`config.mk`:
```
export PLATFORM = sky130hd
export DESIGN_NAME = des_round_engine
export DESIGN_NICKNAME = d
export VERILOG_FILES = /design/src/rtl/des_round_engine.sv
export SDC_FILE = /design/constraint.sdc
export NUM_CORES = 1
export LEC_CHECK = 0
export ABC_AREA = 0
export BUFFER_PORTS_ARGS = -buffer_cell sky130_fd_sc_hd__buf_2
export CORE_ASPECT_RATIO = 0.7
export CORE_MARGIN = 2
export CORE_UTILIZATION = 50
export CTS_CLUSTER_DIAMETER = 50
export CTS_CLUSTER_SIZE = 28
export DETAILED_ROUTE_END_ITERATION = 16
export HOLD_SLACK_MARGIN = 0.08
export PLACE_DENSITY = 0.75
export SLEW_MARGIN = 20
export SYNTH_ARGS = -nofsm -noshare
export SYNTH_HDL_FRONTEND = slang
export SYNTH_SLANG_ARGS = --single-unit
```
`constraint.sdc`:
```
create_clock -name clk_in -period 5.3 [get_ports clk_in]
set_input_delay 0.265 -clock clk_in [delete_from_list [all_inputs] [get_ports clk_in]]
set_output_delay 0.265 -clock clk_in [all_outputs]
set_load 0.05 [all_outputs]
```
`src/rtl/des_round_engine.sv`:
```
// des_round_engine
// Iterative DES Feistel core that executes one round per clock. It takes the
// two halves produced by the initial permutation, pulls one 48-bit subkey per
// round from the key schedule, and hands R_ROUNDS||L_ROUNDS (already swapped)
// to the final permutation.
//
// Ports
//   clk_in          clock, rising edge
//   rst_n_in        asynchronous active-low reset
//   left_data_in    L0 from the initial permutation
//   right_data_in   R0 from the initial permutation
//   data_in_valid   one-cycle qualifier for the input halves (no backpressure)
//   decrypt_in      0 = encrypt, 1 = decrypt, captured on accept
//   ready_out       a block can be accepted this cycle
//   round_idx_out   subkey index requested this cycle (0 = K1 .. 15 = K16)
//   subkey_in       subkey for round_idx_out, valid in the same cycle
//   left_data_out   R_ROUNDS
//   right_data_out  L_ROUNDS
//   data_out_valid  one-cycle result pulse
//   overflow_out    sticky: a block arrived while busy and was dropped
//
// State  | meaning
// IDLE   | waiting for a block; L, R and the round counter hold
// ROUND  | one Feistel round per cycle until the last round completes
module des_round_engine #(
  parameter int ROUNDS = 16
) (
  input  logic        clk_in,
  input  logic        rst_n_in,
  input  logic [31:0] left_data_in,
  input  logic [31:0] right_data_in,
  input  logic        data_in_valid,
  input  logic        decrypt_in,
  output logic        ready_out,
  output logic [3:0]  round_idx_out,
  input  logic [47:0] subkey_in,
  output logic [31:0] left_data_out,
  output logic [31:0] right_data_out,
  output logic        data_out_valid,
  output logic        overflow_out
);

  typedef enum logic {IDLE = 1'b0, ROUND = 1'b1} state_t;

  localparam logic [3:0] LAST = 4'(ROUNDS - 1);

  // Tables list DES bit numbers (1 = MSB); they are consumed by shifting so
  // no variable-width selects are needed.
  localparam logic [287:0] E_TAB = {
    6'd32, 6'd1,  6'd2,  6'd3,  6'd4,  6'd5,
    6'd4,  6'd5,  6'd6,  6'd7,  6'd8,  6'd9,
    6'd8,  6'd9,  6'd10, 6'd11, 6'd12, 6'd13,
    6'd12, 6'd13, 6'd14, 6'd15, 6'd16, 6'd17,
    6'd16, 6'd17, 6'd18, 6'd19, 6'd20, 6'd21,
    6'd20, 6'd21, 6'd22, 6'd23, 6'd24, 6'd25,
    6'd24, 6'd25, 6'd26, 6'd27, 6'd28, 6'd29,
    6'd28, 6'd29, 6'd30, 6'd31, 6'd32, 6'd1};

  localparam logic [191:0] P_TAB = {
    6'd16, 6'd7,  6'd20, 6'd21, 6'd29, 6'd12, 6'd28, 6'd17,
    6'd1,  6'd15, 6'd23, 6'd26, 6'd5,  6'd18, 6'd31, 6'd10,
    6'd2,  6'd8,  6'd24, 6'd14, 6'd32, 6'd27, 6'd3,  6'd9,
    6'd19, 6'd13, 6'd30, 6'd6,  6'd22, 6'd11, 6'd4,  6'd25};

  // S1 in the top 256 bits; each box is row-major, entry 0 in its top nibble.
  localparam logic [2047:0] SBOX_ALL = {
    256'hE4D12FB83A6C5907_0F74E2D1A6CB9538_41E8D62BFC973A50_FC8249175B3EA06D,
    256'hF18E6B34972DC05A_3D47F28EC01A69B5_0E7BA4D158C6932F_D8A13F42B67C05E9,
    256'hA09E63F51DC7B428_D709346A285ECBF1_D6498F30B12C5AE7_1AD069874FE3B52C,
    256'h7DE3069A1285BC4F_D8B56F03472C1AE9_A690CB7DF13E5284_3F06A1D8945BC72E,
    256'h2C417AB6853FD0E9_EB2C47D150FA3986_421BAD78F9C5630E_B8C71E2D6F09A453,
    256'hC1AF92680D34E75B_AF427C9561DE0B38_9EF528C3704A1DB6_432C95FABE17608D,
    256'h4B2EF08D3C975A61_D0B7491AE35C2F86_14BDC37EAF680592_6BD814A7950FE23C,
    256'hD2846FB1A93E50C7_1FD8A374C56B0E92_7B419CE206ADF358_21E74A8DFC90356B};

  function automatic logic [31:0] des_f(input logic [31:0] r, input logic [47:0] k);
    logic [287:0]  et;
    logic [191:0]  pt;
    logic [2047:0] sb;
    logic [255:0]  box;
    logic [47:0]   ex;
    logic [31:0]   s;
    logic [31:0]   p;
    logic [5:0]    chunk;
    logic [4:0]    idx;
    et = E_TAB;
    ex = '0;
    for (int i = 0; i < 48; i++) begin
      idx = 5'(6'd32 - et[287:282]);
      ex  = {ex[46:0], r[idx]};
      et  = et << 6;
    end
    ex = ex ^ k;
    sb = SBOX_ALL;
    s  = '0;
    for (int j = 0; j < 8; j++) begin
      chunk = ex[47:42];
      ex    = ex << 6;
      // outer bits pick the row, inner four the column; 4 bits per entry
      box   = sb[2047:1792] << {chunk[5], chunk[0], chunk[4:1], 2'b00};
      s     = {s[27:0], box[255:252]};
      sb    = sb << 256;
    end
    pt = P_TAB;
    p  = '0;
    for (int i = 0; i < 32; i++) begin
      idx = 5'(6'd32 - pt[191:186]);
      p   = {p[30:0], s[idx]};
      pt  = pt << 6;
    end
    return p;
  endfunction

  state_t      state_q, state_d;
  logic [3:0]  cnt_q, cnt_d;
  logic        mode_q, mode_d;
  logic [31:0] l_q, l_d, r_q, r_d;
  logic [31:0] lout_q, lout_d, rout_q, rout_d;
  logic        valid_q, valid_d;
  logic        ovf_q, ovf_d;
  logic [31:0] f_out;
  logic [31:0] r_new;

  assign f_out = des_f(r_q, subkey_in);
  assign r_new = l_q ^ f_out;

  always_ff @(posedge clk_in or negedge rst_n_in) begin
    if (!rst_n_in) begin
      state_q <= IDLE;
      cnt_q   <= '0;
      mode_q  <= 1'b0;
      l_q     <= '0;
      r_q     <= '0;
      lout_q  <= '0;
      rout_q  <= '0;
      valid_q <= 1'b0;
      ovf_q   <= 1'b0;
    end else begin
      state_q <= state_d;
      cnt_q   <= cnt_d;
      mode_q  <= mode_d;
      l_q     <= l_d;
      r_q     <= r_d;
      lout_q  <= lout_d;
      rout_q  <= rout_d;
      valid_q <= valid_d;
      ovf_q   <= ovf_d;
    end
  end

  always_comb begin
    state_d = state_q;
    cnt_d   = cnt_q;
    mode_d  = mode_q;
    l_d     = l_q;
    r_d     = r_q;
    lout_d  = lout_q;
    rout_d  = rout_q;
    valid_d = 1'b0;
    ovf_d   = ovf_q;
    case (state_q)
      IDLE: begin
        if (data_in_valid) begin
          l_d     = left_data_in;
          r_d     = right_data_in;
          cnt_d   = '0;
          mode_d  = decrypt_in;
          state_d = ROUND;
        end
      end
      ROUND: begin
        // a block offered while busy is dropped and flagged
        if (data_in_valid) ovf_d = 1'b1;
        l_d   = r_q;
        r_d   = r_new;
        cnt_d = cnt_q + 4'd1;
        if (cnt_q == LAST) begin
          lout_d  = r_new;
          rout_d  = r_q;
          valid_d = 1'b1;
          state_d = IDLE;
        end
      end
      default: state_d = IDLE;
    endcase
  end

  assign ready_out      = (state_q == IDLE);
  assign round_idx_out  = (state_q == ROUND) ? (mode_q ? (LAST - cnt_q) : cnt_q) : 4'd0;
  assign left_data_out  = lout_q;
  assign right_data_out = rout_q;
  assign data_out_valid = valid_q;
  assign overflow_out   = ovf_q;

endmodule

```
Yosys cells after proc, flatten, opt, wreduce, memory -nomap -nowiden
Cells that the tools add are included.
Storage, ports and cells
  register bits after elaboration: 136
  word-level logic and storage cells: 40
Operators by class
  $add $sub $neg: 2
  equal/unequal tests: 2
  shift-type cells: 8
  muxes and demuxes: 13
  bitwise operators: 3
  reductions and logical operators: 3
Operators by type and width (count)
  $shl A256 B8 Y256 const A: 5
  $shl A255 B8 Y256 const A: 2
  $shl A254 B8 Y256 const A: 1
  $pmux W32 S2: 2
  $mux W32: 2
  $xor A48 B48 Y48: 1
  $xor A32 B32 Y32: 1
  $mux W4: 3
  $pmux W4 S2: 1
  $reduce_and A2 Y1: 3
  $add A4 B1 Y4 const B: 1
  $eq A4 B4 Y1 const B: 1
  $mux W1: 4
  $sub A4 B4 Y4 const A: 1
  $ne A2 B2 Y1 const B: 1
  $pmux W1 S2: 1
  $not A1 Y1: 1

Depth between registers and ports, before layout
  word-level depth: 4
  gate-level depth with buffers: 11

Worst setup path after synthesis
Ideal clock, no wire load.
  path kind: reg-to-reg
  start point: register r_q[12]
  end point: register lout_q[29] (netlist: left_data_out[29])
  data arrival time: 2.777 ns
  path slack: 2.398 ns
  stages on the path, launching flop included: 12
  buffers on the path: 1
  clock period less this slack: 2.902 ns
  cells stage by stage: dfrtp_1 buf_2 xor2_1 inv_1 ha_1 nor2_1 inv_1 mux4_2 a211o_1 nand3_1 xnor2_1 mux2_2
On the way
  cells in the longest elaborated chain, start to end: 3
Ends and longest elaborated chain
  from (decl): line 117  | logic [31:0] l_q, l_d, r_q, r_d;
  from (signal assigned): line 143  | r_q <= r_d;
  $xor A48 B48 Y48: line 93  | ex = ex ^ k;
  $shl A254 B8 Y256: line 100  | box = sb[2047:1792] << {chunk[5], chunk[0], chunk[4:1], 2'b00};
  $xor A32 B32 Y32: line 125  | assign r_new = l_q ^ f_out;
  to (signal assigned): line 144  | lout_q <= lout_d;
  to (decl): line 118  | logic [31:0] lout_q, lout_d, rout_q, rout_d;
No other way between the ends.
A chain may end at the register's enable or synchronous reset.

Worst setup path in the final report
Ends and elaborated chain as after synthesis.

==> reports/metrics.cfg <==
[status]
status = completed

[placed_design]
dp_slack_ns = 2.023
place.gp.congestion = 0.9692
dp_cells = 1717
post-dp-hpwl_mm = 24.09
portBuffers = 186

[sta]
skew_ns = 0.01552
finalSetupTns_ns = 0
layout_setup_ws_ns = 1.995
rsz0062_at_grt = no
layout_worst_path_cycle_share_pct = 62.36
slew_headroom_pct = 25.56
fin_crit_ns = 3.305
setup_viol = 0
hold_violations = 0
final_max_slew_viol_count = 0
fmax_mhz = 302.6
worst_pin_slew_ns = 1.113

[floorplan]
fp.dieH_um = 130.2
initial_core_util_pct = 50.51
core_mm2 = 0.02250
die_width_um = 184.2
ios = 187
rows = 46
die-area_mm2 = 0.02398

[synth]
synth_fp_nets = 1477
yosysSeqAreaShare_pct = 29.94
yosysWarnings = 0
synth_top_area_share_pct = 29.94
syn_area_mm2 = 0.01137
synthTopCellsByArea = dfrtp_1 (30%), nand2_1 (7.3%), ha_1 (6.9%)
synth_cell_type_count = 63
yosys-top-cells-count = nand2_1 (221), dfrtp_1 (136), o21ai_0 (81)
yosysMostFrequentCell = nand2_1
ys_ff_latch = 136
synth_top_flop_cell = dfrtp_1
ys_async_sr_fraction_pct = 100.0
synth_edf_count = 0
yosysTopAreaCell = dfrtp_1
postSynthCellCount = 1298
synth_area_per_cell_um2 = 8.757

[cells_and_area]
stdcell_count = 1751
diodes = 0
final_core_util_pct = 57.94
fill_cells = 2008
nets = 1605
area.growth.synth_to_final_pct = 14.71
drive_gt1_share_pct = 20.92

[clocking]
htreeDepth = 4
clkLatencyLatePin_ns = 0.45
clk_path_buf_depth = 2
path_clk_slew_ns = 0.07
tritoncts.num_buffers = 17
cts_sinks = 136
ctsResizeCount = 0
cts-root-buf = clkbuf_16
tritoncts = done

[job]
maxCapViolCount = 0

[min_path]
hold_path_class = primary input to register

[grt]
grt_max_degree = 86
grt_pass1_vias = 9398
antenna_found_initial = 1
track_usage_pct = 28.13
overflow = 0
grt_pass1_wl_mm = 52.18

[route]
ant_nets = 0
vias_per_cell = 5.994
wire_per_inst_um = 19.04
drc = 0
dr.first_iter.drc_count = 1256
routed_wl_mm = 33.34
vias = 10500
drt-pass1-iter-count = 6

[critical_path]
critPathRequiredTime_ns = 5.63
start_kind = register
arrival_ns = 3.64
crit_type = register to register
worstPathMaxFanout = 9
end_kind = register

==> worst paths after layout <==
path                                    from           endpoint  slack [ns]  depth (start not counted)
max reg2reg                          r_q[12]  left_data_out[29]        1.99                         10
max                                  r_q[12]  left_data_out[29]        1.99                         10
min in group asynchronous           rst_n_in  right_data_out[1]        0.41                          2
max in group asynchronous           rst_n_in            l_q[30]        3.70                          3
min reg2reg                     overflow_out       overflow_out        0.45                          1
min                        right_data_in[10]            r_q[10]         0.1                          3
==> per-stage QoR <==
step	instance area, µm²	hold slack (ns)
final	13040	0.09877
after global routing	13040	0.1081
after CTS	13020	0.08483
after detailed placement	12410	0.3863
after global placement	12410	0.3839
after floorplan	11370	-0.03059
==> layout by cell type (no fill, tap or decap), drive strengths merged, types with 5 or more instances in the layout <==
cell type  instances
mux2i             71
a311oi            10
nor3              33
xor2              59
nor2b             24
o2111ai            8
clkinvlp           5
mux2              11
nand2            221
mux4              24
a31oi             19
a21oi             62
o211ai            24
dfrtp            136
a211oi            45
inv               41
o21ai            102
xnor2             79
clkbuf            19
ha                63
a211o              7
o221ai             5
buf              198
o311ai            12
or3                5
nand3             27
nor2              62
a21o               9
a2111oi           10
==> state kept, by name, summed over array words and instances (netlist names) <==
| signal | cells |
|---|---|
| left_data_out | 32 |
| state_q | 1 |
| overflow_out | 1 |
| mode_q | 1 |
| right_data_out | 32 |
| r_q | 32 |
| data_out_valid | 1 |
| cnt_q | 4 |
| l_q | 32 |
==> final cells by class <==
type                    instances  area [µm²]  share of cell area, %
multi-input cells            1032        7453                  57.16
flip-flops and latches        136        3407                  26.13
repair buffers                200        1050                  8.051
clock buffers                  19       442.9                  3.397
well taps                     312       390.4                  2.994
inverters                      39       148.9                  1.142
clock inverters                13       146.4                  1.123
==> critical path, cell delays in order, from the launching register on <==
cell	delay (ns)
dfrtp_1	0.49
xor2_1	0.56
inv_1	0.33
ha_1	0.32
nor2_1	0.23
inv_1	0.06
mux4_2	0.45
a211o_1	0.30
nand3_1	0.10
xnor2_1	0.08
mux2_2	0.26
==> per-layer routing <==
metal  up-vias  routed length, µm  GRT usage [%]
li1       4907                  -              -
met1      5096              15800          42.36
met2       437              14050          39.53
met3        53               2685          6.503
met4         2                787          9.224
met5         -                 13              0
==> logic make-up (layout without fill, tap and decap cells) <==
group	count (synthesis)	in the layout	share of synthesized area (%)
AND/OR/NAND/NOR	385	385	14.34
AO/OA/AOI/OAI	340	340	19.63
XOR/XNOR	138	138	12.18
flip-flops	136	136	29.94
buffers and inverters	130	271	4.810
multiplexers	106	106	12.16
adder cells (fa/ha/maj)	63	63	6.935
==> what timing repair did <==
item | CTS | global route
hold endpoints to repair | 85 | 0
hold buffers | 2 | 0
setup buffers | 0 | 0
Power is not shown: default switching activity piles up to over one toggle a cycle in this logic, so the estimate is an artifact.
